$ cat src/rtl/prvp_spi_slave_regfile_if.sv
`default_nettype none
// ============================================================================
//  Module      : prvp_spi_slave_regfile_if
//  Description : Command-decoder / datapath bundle for the PRVP SPI slave
//                configuration register file.
//  Revision    : 1.0 - initial release
// ============================================================================
interface prvp_spi_slave_regfile_if #(
    parameter int REG_SIZE   = 8,
    parameter int ADDR_W     = 3,
    parameter int WRAP_BYTES = 2
);
    logic [REG_SIZE-1:0]            wr_data;
    logic [ADDR_W-1:0]              wr_addr;
    logic                           wr_data_valid;
    logic [ADDR_W-1:0]              rd_addr;
    logic [REG_SIZE-1:0]            rd_data;
    logic [REG_SIZE-1:0]            dummy_cycles;
    logic                           en_qpi;
    logic                           wrap_en;
    logic                           locked;
    logic [WRAP_BYTES*REG_SIZE-1:0] wrap_length;
    logic                           wrap_update;
    logic                           err_irq;

    modport slave (
        input  wr_data, wr_addr, wr_data_valid, rd_addr,
        output rd_data, dummy_cycles, en_qpi, wrap_en, locked,
               wrap_length, wrap_update, err_irq
    );

    modport master (
        output wr_data, wr_addr, wr_data_valid, rd_addr,
        input  rd_data, dummy_cycles, en_qpi, wrap_en, locked,
               wrap_length, wrap_update, err_irq
    );
endinterface
`default_nettype wire

$ cat src/rtl/prvp_spi_slave_regfile.sv
`default_nettype none
// ============================================================================
//  Module      : prvp_spi_slave_regfile
//  Description : Parametrised SPI-slave config/status register file with
//                write-lock, sticky errors and atomic wrap_length commit.
//  Revision    : 1.0 - initial release
// ============================================================================
module prvp_spi_slave_regfile #(
    parameter int REG_SIZE   = 8,
    parameter int NUM_REGS   = 8,
    parameter int ADDR_W     = 3,
    parameter int WRAP_BYTES = 2,
    parameter int DUMMY_RST  = 32
) (
    input  wire logic               sclk,
    input  wire logic               rstn,
    prvp_spi_slave_regfile_if.slave bus
);
    localparam int C_CTRL    = 0;
    localparam int C_DUMMY   = 1;
    localparam int C_WRAP_LO = 2;
    localparam int C_WRAP_HI = WRAP_BYTES + 1;
    localparam int C_STATUS  = WRAP_BYTES + 2;
    localparam int C_ERRCNT  = WRAP_BYTES + 3;

    localparam logic [ADDR_W-1:0]   C_A_CTRL    = ADDR_W'(C_CTRL);
    localparam logic [ADDR_W-1:0]   C_A_WRAP_HI = ADDR_W'(C_WRAP_HI);
    localparam logic [ADDR_W-1:0]   C_A_STATUS  = ADDR_W'(C_STATUS);
    localparam logic [ADDR_W-1:0]   C_A_ERRCNT  = ADDR_W'(C_ERRCNT);
    localparam logic [ADDR_W:0]     C_NUM       = (ADDR_W+1)'(NUM_REGS);
    localparam logic [REG_SIZE-1:0] C_DUMMY_RST = REG_SIZE'(DUMMY_RST);
    localparam logic [REG_SIZE-1:0] C_ONES      = '1;

    logic [REG_SIZE-1:0]            r_mem [NUM_REGS];
    logic [WRAP_BYTES*REG_SIZE-1:0] r_wrap_length;
    logic                           r_wrap_update;
    logic                           r_err_irq;

    logic                           w_oob;
    logic                           w_rd_oob;
    logic                           w_protected;
    logic                           w_reject;
    logic                           w_accept;
    logic [REG_SIZE-1:0]            w_ctrl_nxt;
    logic [REG_SIZE-1:0]            w_status_nxt;
    logic [REG_SIZE-1:0]            w_errcnt_nxt;
    logic [WRAP_BYTES*REG_SIZE-1:0] w_wrap_commit;

    assign w_oob       = ({1'b0, bus.wr_addr} >= C_NUM);
    assign w_rd_oob    = ({1'b0, bus.rd_addr} >= C_NUM);
    assign w_protected = (bus.wr_addr != C_A_CTRL) && (bus.wr_addr != C_A_STATUS) &&
                         (bus.wr_addr != C_A_ERRCNT);
    // Out-of-range takes precedence so a locked out-of-range write counts once as bad_addr
    assign w_reject    = !w_oob && r_mem[C_CTRL][1] && w_protected;
    assign w_accept    = bus.wr_data_valid && !w_oob && !w_reject;

    always_comb begin
        w_ctrl_nxt    = '0;
        w_ctrl_nxt[0] = bus.wr_data[0];
        w_ctrl_nxt[1] = r_mem[C_CTRL][1] | bus.wr_data[1];
        w_ctrl_nxt[2] = bus.wr_data[2];
    end

    always_comb begin
        w_status_nxt = r_mem[C_STATUS];
        w_errcnt_nxt = r_mem[C_ERRCNT];
        if (bus.wr_data_valid) begin
            if (w_oob || w_reject) begin
                if (w_oob) w_status_nxt[1] = 1'b1;
                else       w_status_nxt[0] = 1'b1;
                if (r_mem[C_ERRCNT] != C_ONES) w_errcnt_nxt = r_mem[C_ERRCNT] + 1'b1;
            end else if (bus.wr_addr == C_A_STATUS) begin
                w_status_nxt = r_mem[C_STATUS] & ~bus.wr_data;
            end else if (bus.wr_addr == C_A_ERRCNT) begin
                w_errcnt_nxt = '0;
            end
        end
    end

    always_comb begin
        w_wrap_commit = '0;
        for (int i = 0; i < WRAP_BYTES - 1; i++)
            w_wrap_commit[i*REG_SIZE +: REG_SIZE] = r_mem[C_WRAP_LO + i];
        w_wrap_commit[(WRAP_BYTES-1)*REG_SIZE +: REG_SIZE] = bus.wr_data;
    end

    always_ff @(posedge sclk) begin
        if (!rstn) begin
            for (int i = 0; i < NUM_REGS; i++) r_mem[i] <= '0;
            r_mem[C_DUMMY] <= C_DUMMY_RST;
            r_wrap_length  <= '0;
            r_wrap_update  <= 1'b0;
            r_err_irq      <= 1'b0;
        end else begin
            r_wrap_update    <= 1'b0;
            r_mem[C_STATUS]  <= w_status_nxt;
            r_mem[C_ERRCNT]  <= w_errcnt_nxt;
            r_err_irq        <= |w_status_nxt[1:0];
            if (w_accept) begin
                if (bus.wr_addr == C_A_CTRL)
                    r_mem[C_CTRL] <= w_ctrl_nxt;
                else if (w_protected)
                    r_mem[bus.wr_addr] <= bus.wr_data;
                if (bus.wr_addr == C_A_WRAP_HI) begin
                    r_wrap_length <= w_wrap_commit;
                    r_wrap_update <= 1'b1;
                end
            end
        end
    end

    assign bus.rd_data      = w_rd_oob ? '0 : r_mem[bus.rd_addr];
    assign bus.dummy_cycles = r_mem[C_DUMMY];
    assign bus.en_qpi       = r_mem[C_CTRL][0];
    assign bus.locked       = r_mem[C_CTRL][1];
    assign bus.wrap_en      = r_mem[C_CTRL][2];
    assign bus.wrap_length  = r_wrap_length;
    assign bus.wrap_update  = r_wrap_update;
    assign bus.err_irq      = r_err_irq;
endmodule
`default_nettype wire

$ cat src/flat_wrapper.sv
// flat-port wrapper written by rule: the top's interface ports become plain ports
module prvp_spi_slave_regfile_flat 
#(
    parameter int REG_SIZE   = 8,
    parameter int NUM_REGS   = 8,
    parameter int ADDR_W     = 3,
    parameter int WRAP_BYTES = 2,
    parameter int DUMMY_RST  = 32
)
  (sclk, rstn, bus_wr_data, bus_wr_addr, bus_wr_data_valid, bus_rd_addr, bus_rd_data, bus_dummy_cycles, bus_en_qpi, bus_wrap_en, bus_locked, bus_wrap_length, bus_wrap_update, bus_err_irq);
  prvp_spi_slave_regfile_if #(.REG_SIZE(REG_SIZE), .ADDR_W(ADDR_W), .WRAP_BYTES(WRAP_BYTES)) bus_i ();
  input  wire logic sclk;
  input  wire logic rstn;
  input wire logic [$bits(bus_i.wr_data)-1:0] bus_wr_data;
  input wire logic [$bits(bus_i.wr_addr)-1:0] bus_wr_addr;
  input wire logic [$bits(bus_i.wr_data_valid)-1:0] bus_wr_data_valid;
  input wire logic [$bits(bus_i.rd_addr)-1:0] bus_rd_addr;
  output wire logic [$bits(bus_i.rd_data)-1:0] bus_rd_data;
  output wire logic [$bits(bus_i.dummy_cycles)-1:0] bus_dummy_cycles;
  output wire logic [$bits(bus_i.en_qpi)-1:0] bus_en_qpi;
  output wire logic [$bits(bus_i.wrap_en)-1:0] bus_wrap_en;
  output wire logic [$bits(bus_i.locked)-1:0] bus_locked;
  output wire logic [$bits(bus_i.wrap_length)-1:0] bus_wrap_length;
  output wire logic [$bits(bus_i.wrap_update)-1:0] bus_wrap_update;
  output wire logic [$bits(bus_i.err_irq)-1:0] bus_err_irq;
  assign bus_i.wr_data = bus_wr_data;
  assign bus_i.wr_addr = bus_wr_addr;
  assign bus_i.wr_data_valid = bus_wr_data_valid;
  assign bus_i.rd_addr = bus_rd_addr;
  assign bus_rd_data = bus_i.rd_data;
  assign bus_dummy_cycles = bus_i.dummy_cycles;
  assign bus_en_qpi = bus_i.en_qpi;
  assign bus_wrap_en = bus_i.wrap_en;
  assign bus_locked = bus_i.locked;
  assign bus_wrap_length = bus_i.wrap_length;
  assign bus_wrap_update = bus_i.wrap_update;
  assign bus_err_irq = bus_i.err_irq;
  prvp_spi_slave_regfile #(.REG_SIZE(REG_SIZE), .NUM_REGS(NUM_REGS), .ADDR_W(ADDR_W), .WRAP_BYTES(WRAP_BYTES), .DUMMY_RST(DUMMY_RST)) u_core (.sclk(sclk), .rstn(rstn), .bus(bus_i));
endmodule
$ cat config.mk
export PLATFORM = sky130hd
export DESIGN_NAME = prvp_spi_slave_regfile_flat
export DESIGN_NICKNAME = d
export VERILOG_FILES = /design/src/rtl/prvp_spi_slave_regfile_if.sv /design/src/rtl/prvp_spi_slave_regfile.sv /design/src/flat_wrapper.sv
export SDC_FILE = /design/constraint.sdc
export NUM_CORES = 1
export LEC_CHECK = 0
export ABC_AREA = 1
export BUFFER_PORTS_ARGS = -buffer_cell sky130_fd_sc_hd__buf_2
export CORE_MARGIN = 4
export CORE_UTILIZATION = 52
export DETAILED_ROUTE_END_ITERATION = 6
export MAX_ROUTING_LAYER = met4
export PLACE_DENSITY = 0.75
export SYNTH_ARGS = -nofsm -noshare
export SYNTH_HDL_FRONTEND = slang
export SYNTH_SLANG_ARGS = --single-unit
$ cat constraint.sdc
create_clock -name sclk -period 5.05 [get_ports sclk]
set_input_delay 0.7575 -clock sclk [delete_from_list [all_inputs] [get_ports sclk]]
set_output_delay 0.7575 -clock sclk [all_outputs]
set_load 0.02 [all_outputs]
======== Word-level counts from Yosys, hierarchy flattened ========
Memories as Yosys holds them, arrays and structs flattened. A register that Yosys moved wholly into a read port is not among the register bits.
Cells that the tools add are included.
cells by class
  reduce and logical (&&, ||, !) cells .... 12
  bitwise gates (word level) .............. 7
  $add $sub $neg .......................... 1
  equality and inequality tests ........... 6
  multiplexer cells ....................... 28
operator list
  kind                                                             number
  8-bit two-way mux                                                12
  1-bit two-way mux                                                13
  8-bit by 1-bit adder with 8-bit output, second input constant    1
  8-bit AND                                                        1
  8-bit != test, second input constant                             1
  8-bit NOT                                                        1
  8-bit OR reduction                                               1
  3-bit == test, second input constant                             2
  6-bit two-way mux                                                1
  3-bit != test, second input constant                             2
  1-bit bitwise OR                                                 5
  1-bit logical AND                                                4
  2-bit AND reduction                                              2
  3-bit by 2-bit == test with 1-bit output, second input constant  1
  3-bit zero test                                                  1
  3-bit two-way mux                                                1
  3-bit nonzero test                                               1
  1-bit zero test                                                  2
  2-bit two-way mux                                                1
  2-bit OR reduction                                               1
word-level totals
  memories kept ........................... 1
  logic and storage cells ................. 58
  RAM bits ................................ 64
  input port bits ......................... 17
  bits in registers ....................... 18
  output and inout bits ................... 37
memories
  name          words  bits a word  read ports  clocked after memory_dff  wr ports  RTL line                      source
  u_core.r_mem  8      8            6           1                         8         prvp_spi_slave_regfile.sv:34  logic [REG_SIZE-1:0] r_mem [NUM_REGS];

======== Longest topological paths before layout ========
Gate-level depths: netlist of run 1.
  depth in word-level cells ............... 11
  depth in mapped cells ................... 8
  depth with buffers taken out ............ 7

======== Worst setup path after synthesis of run 1 ========
Ideal clock, no wire load.
  path type ............................... input -> output
  from .................................... input port bus_rd_addr[1]
  to ...................................... output port bus_rd_data[0]
  path buffers ............................ 2
  path slack .............................. 2.720 ns
  data arrival time ....................... 1.573 ns
  data required time ...................... 4.293 ns
  stages .................................. 7
  cell sequence ........................... buf_4 > inv_1 > buf_2 > o211ai_1 > nand2_1 > nand2_1 > nand2_1
between the ends
  word-level cells in the longest chain between the ends .. 1
ends and longest elaborated chain
  what                   RTL line            source
  from (decl)            flat_wrapper.sv:17  input wire logic [$bits(bus_i.rd_addr)-1:0] bus_rd_addr;
  memory read 8 x 8 bit  -
  to (decl)              flat_wrapper.sv:18  output wire logic [$bits(bus_i.rd_data)-1:0] bus_rd_data;
Every way passes these cells.

======== Worst setup path in the final report of run 1 ========
  from .................................... input port bus_rd_addr[0]
  to ...................................... output port bus_rd_data[7]
The elaborated chain is that of the path after synthesis.

==> results of run 1 <==
stage by stage:
stage	instance area [µm²]	total power, W	utilization, %	setup WS [ns]
finish	4430	0.00139	60.7	2.11
global route	4430	0.00144	60.7	1.91
CTS	4430	0.00139	60.7	2.13
detailed placement	4220	0.000925	57.9	2.13
global placement	4220	0.000923	57.9	2.17
floorplan	3940	0.000879	-	2.72
area by class of cell:
type	instances	area, µm²	area share, %
multi-input combinational	298	1420	32.0
clock inverter	5	41.3	0.932
inverter	39	146	3.31
clock buffer	11	163	3.67
sequential	82	2260	51.1
timing repair buffer	54	273	6.16
tap	99	124	2.80
state kept, by name (all words and copies together) (netlist names):
signal                  cells
u_core.bus.err_irq          1
u_core.bus.wrap_length     16
u_core.bus.wrap_update      1
u_core.r_mem               64
how the worst max path moves through the flow:
stage | start | end
6_report | bus_rd_addr[0] | bus_rd_data[7]
2_1_floorplan | bus_rd_addr[1] | bus_rd_data[0]
3_5_place_dp | bus_rd_addr[0] | bus_rd_data[7]
3_3_place_gp | bus_rd_addr[0] | bus_rd_data[1]
4_1_cts | bus_rd_addr[0] | bus_rd_data[7]
5_1_grt | bus_rd_addr[0] | bus_rd_data[7]
metal layers:
| metal | up-vias | global-route usage [%] |
|---|---|---|
| met5 | - | - |
| met1 | 1398 | 29.8 |
| met3 | 6 | 5.34 |
| li1 | 1502 | - |
| met2 | 120 | 30.8 |
| met4 | 0 | 4.57 |
power by group through the flow:
stage / Combinational [W] / Clock (W) / Sequential, W
floorplan: 0.0000968 / 0 / 0.000782
global placement: 0.000142 / 0 / 0.000780
detailed placement: 0.000144 / 0 / 0.000781
CTS: 0.000145 / 0.000481 / 0.000766
global route: 0.000160 / 0.000514 / 0.000768
finish: 0.000144 / 0.000477 / 0.000766
Yosys cell counts (all sizes together):
master	instances	share of area [%]
nand4	5	1.2
xor2	2	0.45
o211ai	6	1.1
nor3	1	0.13
inv	38	3.6
ha	1	0.32
buf	14	2.6
edfxtp	62	47
a31oi	1	0.16
dfxtp	20	10
nand3	16	3.4
clkinv	1	0.096
nor4	1	0.16
conb	1	0.096
nand2	111	11
nor2	105	11
clkbuf	2	0.19
o21ai	44	6.7
logic make-up (layout without fill, tap and decap cells):
logic type / Yosys count / count (layout)
flip-flops: 82 / 82
AO/OA/AOI/OAI: 51 / 51
XOR/XNOR: 2 / 2
AND/OR/NAND/NOR: 239 / 239
buffers and inverters: 55 / 109
adder cells (fa/ha/maj): 1 / 1
other: 1 / 5
worst max-delay path, delay by kind of cell:
| family | cells | cell delay (ns) |
|---|---|---|
| buffers and inverters | 3 | 0.95 |
| AOI/OAI and AO/OA | 1 | 0.24 |
| and+or+nand+nor | 3 | 0.21 |
==> reports/qor.txt, run 1 <==
status: finished clean
n_diodes: 0
dpl hpwl: 6620 µm
area share of fa/ha/maj cells after synthesis: 0.319%
Worst-Skew Late Latency: 0.35 ns
most frequent cells in the layout: nand2_1 (106), nor2_1 (102), edfxtp_1 (62)
Hold Buf Count CTS: 0
main combinational cell family by area after synthesis: simple AND/OR/NAND/NOR gates
reg2reg setup slack: 3.42 ns
die height: 94.9 µm
Die Wd: 94.9 µm
Met3 Wirelength: 691 µm
post-cts resize count: 0
Final period util: 58.1%
CTS tree: yes
post-synthesis cell type count: 29
WHS Endpoint: u_core.bus.wrap_length[5]$_SDFFE_PN0P_
Cells after Synth: 431
setup TNS: 0 ns
RSZ-0062 raised after global routing: no
# setup viols final: 0
VDD IR-drop max: 166 µV
WL met2: 3910 µm
CTS Buf Count: 9
initial antenna violation count: 0
Clock Tree Buf Depth: 2
RD Place Congestion: 0.906
critical path class: input port to primary output
#FFs+latches synth: 82
Hold Path Class: register to register
critical path arrival: 2.18 ns
die area: 9000 µm²
mux share of post-synthesis cell area: 0%
Pleak: 1.99 nW
logic gate share of total power: 10.4%
most common cell after layout, fill and taps aside: nand2_1
global-route wire length before repair: 13900 µm
1st-iter DRT viols: 295
Starting Density: 53.8%
CP max FO: 46
WP data required: 4.29 ns
minimum clock period: 2.94 ns
sw frac: 26.6%
worst clock skew: 0.00963 ns
cell repeated most along the worst path: nand2_1
via count of the first global-routing pass: 2822
FF-to-FF path depth: 7
Post-CTS Setup Bufs: 0
fin nets: 502
Worst path max stage delay: 0.53 ns
sequential share of power: 55.2%
Placed Cells: 572
Final Hold Fails: 0
Fin Hold WS: 0.465 ns
total internal power: 0.00102 W
total number of yosys warnings: 0
maxcap violations: 0
P&R area growth vs syn: 12.9%
Slew Viols, Final: 0
TritonRoute pass-1 iters: 6
worst hold path cell count: 2
Vias: 3026
GRT overflow: 0
Slew @ Worst Pin: 0.687 ns
Power Dens Cells: 313 nW/µm²
Sw Pwr: 0.000369 W
Post-Syn Area: 3920 µm²
reg-to-reg startpoint: u_core.r_mem[5][0]$_DFFE_PP_
Seq/Total Area, Yosys: 57.7%
Post-Synth Simple-Gate Area: 27.0%
drt wl/cell: 15.0 µm
htree depth: 3
largest net degree at the start of global routing: 47
compound-cell area share of the yosys netlist: 7.97%
Crit. End Element: primary output
routed length on met1: 4200 µm
core area: 7290 µm²
Slowest-stage cell, CP: buf_2
Mean Syn Cell Area: 9.10 µm²
final cell count without fillers: 588
Clk pin slew, worst setup/hold paths: 0.10 ns
root buffer cell: clkbuf_8
HP Start: u_core.bus.wrap_length[5]$_SDFFE_PN0P_
relative slew slack: 54.2%
Worst R2R End: u_core.r_mem[5][0]$_DFFE_PP_
Max Clock Freq: 0.341 GHz
final wirelength: 8850 µm
gr usage total: 21.1%
CP Launch Type: input port
Final ANT Viol Nets: 0
CTS sink cnt: 82
ratio of cells with drive above 1 in the final layout: 20.2%
critical-path cell list: buf_2 > inv_2 > o21ai_0 > nand2_1 > nand2_1 > nand2_1 > buf_2
clock share of power: 34.4%
top sig layer: met4
num rows: 31
port buffer count: 53
number of fill cells: 666
DR DRC count: 0
Via density: 5.15
# IOs: 54
Synth Area in XOR/XNOR: 0.447%
Power figures use the tool's default switching activity.
==> inputs of run 2 (changes only) <==
Settings changed: PLACE_DENSITY 0.75 to 0.78.
Clock period 5.05 ns to 2.7 ns, I/O delays scaled along.
==> run 2 against run 1 <==
First-iteration DRC count is 18% higher. Global-route usage is 0.40 points higher. Largest power group unchanged. Cell area is 0.37% lower. Via count is 0.73% higher. Clock power is 70% higher. Worst hold slack worse by 0.10 ns. Core utilization is 0.22 points lower. Sequential power is 87% higher.
==> reports/qor.txt, run 2 (synthesized netlist as in run 1, its figures left out) <==
Slew Viols, Final: 0 (unchanged)
# setup viols final: 0 (unchanged)
Vias: 3048 (was 3026)
critical path class: input port to primary output (unchanged)
status: finished clean (unchanged)
Worst path max stage delay: 0.34 ns (was 0.53 ns)
Hold Path Class: input port to register (was register to register)
Clock Tree Buf Depth: 2 (unchanged)
Power, Total: 0.00252 W (was 0.00139 W)
final core occ: 60.5% (was 60.7%)
reg2reg setup slack: 0.98 ns (was 3.42 ns)
die height: 94.9 µm (unchanged)
max FFs per register: 64 (unchanged)
via count of the first global-routing pass: 2761 (was 2822)
CTS Buf Count: 9 (unchanged)
Die Wd: 94.9 µm (unchanged)
cell repeated most along the worst path: nand2_1 (unchanged)
gr usage total: 21.5% (was 21.1%)
core area: 7290 µm² (unchanged)
Post-CTS Setup Bufs: 0 (unchanged)
CP Launch Type: input port (unchanged)
Pleak: 1.98 nW (was 1.99 nW)
DR DRC count: 0 (unchanged)
WHS Endpoint: u_core.r_mem[4][7]$_DFFE_PP_ (was u_core.bus.wrap_length[5]$_SDFFE_PN0P_)
reg-to-reg startpoint: u_core.r_mem[5][0]$_DFFE_PP_ (unchanged)
Max Clock Freq: 0.478 GHz
worst hold path cell count: 2 (unchanged)
relative slew slack: 61.8% (was 54.2%)
HP Start: bus_wr_data[7] (was u_core.bus.wrap_length[5]$_SDFFE_PN0P_)
post-cts resize count: 0 (unchanged)
htree depth: 3 (unchanged)
Starting Density: 53.8% (unchanged)
setup TNS: 0 ns (unchanged)
P&R area growth vs syn: 12.5% (was 12.9%)
worst clock skew: 0.00684 ns (was 0.00963 ns)
num rows: 31 (unchanged)
Slew @ Worst Pin: 0.572 ns (was 0.687 ns)
WP data required: 2.30 ns (was 4.29 ns)
Clk pin slew, worst setup/hold paths: 0.08 ns (was 0.10 ns)
Slowest-stage cell, CP: buf_4 (was buf_2)
ratio of cells with drive above 1 in the final layout: 20.4% (was 20.2%)
Via density: 5.17 (was 5.15)
drt wl/cell: 15.0 µm (about the same)
1st-iter DRT viols: 349 (was 295)
Worst R2R End: u_core.r_mem[5][4]$_DFFE_PP_ (was u_core.r_mem[5][0]$_DFFE_PP_)
CTS tree: yes (unchanged)
Worst Path Buf+Inv: 3 (unchanged)
FF-to-FF path depth: 7 (unchanged)
fin nets: 504 (was 502)
CP delay by family, top: buffers and inverters (unchanged)
RD Place Congestion: 0.881 (was 0.906)
n_diodes: 0 (unchanged)
TritonRoute pass-1 iters: 5 (was 6)
GRT overflow: 0 (unchanged)
maxcap violations: 0 (unchanged)
global-route wire length before repair: 14000 µm (was 13900 µm)
final wirelength: 8840 µm (was 8850 µm)
Top reg by flops: u_core.r_mem (unchanged)
die area: 9000 µm² (unchanged)
Crit. End Element: primary output (unchanged)
# IOs: 54 (unchanged)
VDD IR-drop max: 322 µV (was 166 µV)
Power Dens Cells: 571 nW/µm² (was 313 nW/µm²)
initial antenna violation count: 0 (unchanged)
Final Hold Fails: 0 (unchanged)
most frequent cells in the layout: nand2_1 (106), nor2_1 (102), edfxtp_1 (62) (unchanged)
largest net degree at the start of global routing: 28 (was 47)
port buffer count: 53 (unchanged)
RSZ-0062 raised after global routing: no (unchanged)
dpl hpwl: 6600 µm (was 6620 µm)
critical-path cell list: buf_2 > buf_4 > nand2_1 > o21ai_0 > nand2_1 > nand2_1 > nand2_1 > nand2_1 > buf_2 (was buf_2 > inv_2 > o21ai_0 > nand2_1 > nand2_1 > nand2_1 > buf_2)
most common cell after layout, fill and taps aside: nand2_1 (unchanged)
CTS sink cnt: 82 (unchanged)
critical path arrival: 1.69 ns (was 2.18 ns)
Final period util: 77.5%
Final ANT Viol Nets: 0 (unchanged)
minimum clock period: 2.09 ns
Worst-Skew Late Latency: 0.35 ns (about the same)
Hold Buf Count CTS: 0 (unchanged)
root buffer cell: clkbuf_8 (unchanged)
CP max FO: 27 (was 46)
[run 2: power breakdown]
group          switching, W  internal, W
logic              0.000199    0.0000755
clock network      0.000466     0.000346
registers         0.0000269      0.00140
[run 2: layer usage]
layer	vias up	part of all wire (%)	GRT usage [%]
met4	0	1.2	7.21
met2	118	45	29.8
li1	1506	-	-
met3	9	6.9	2.31
met5	-	0	-
met1	1415	47	32.7
[run 2: layout make-up]
| class | instances | area, µm² |
|---|---|---|
| repair buffers | 56 | 288 |
| clock inverters | 6 | 45.0 |
| clock buffers | 10 | 128 |
| well taps | 99 | 124 |
| fillers | 680 | 2880 |
| multi-input cells | 298 | 1420 |
| flip-flops and latches | 82 | 2260 |
| inverters | 39 | 146 |
[run 2: worst max-delay path by stage]
stage	cells after the start	slack, ns	endpoint	from
floorplan	7	0.78	u_core.r_mem[5][0]$_DFFE_PP_	bus_wr_addr[2]
global placement	9	0.64	bus_rd_data[3]	bus_rd_addr[0]
detailed placement	9	0.62	bus_rd_data[4]	bus_rd_addr[0]
CTS	9	0.61	bus_rd_data[4]	bus_rd_addr[0]
global route	9	0.45	bus_rd_data[4]	bus_rd_addr[0]
finish	9	0.61	bus_rd_data[4]	bus_rd_addr[0]
[run 2: per-stage QoR]
stage,hold WS [ns],cells,setup slack (ns),instance area (µm²)
after global placement,0.435,574,0.642,4240
after detailed placement,0.439,574,0.616,4240
after global routing,0.376,590,0.454,4410
final,0.364,590,0.607,4410
after CTS,0.351,590,0.613,4410
after floorplan,0.471,435,0.784,3940
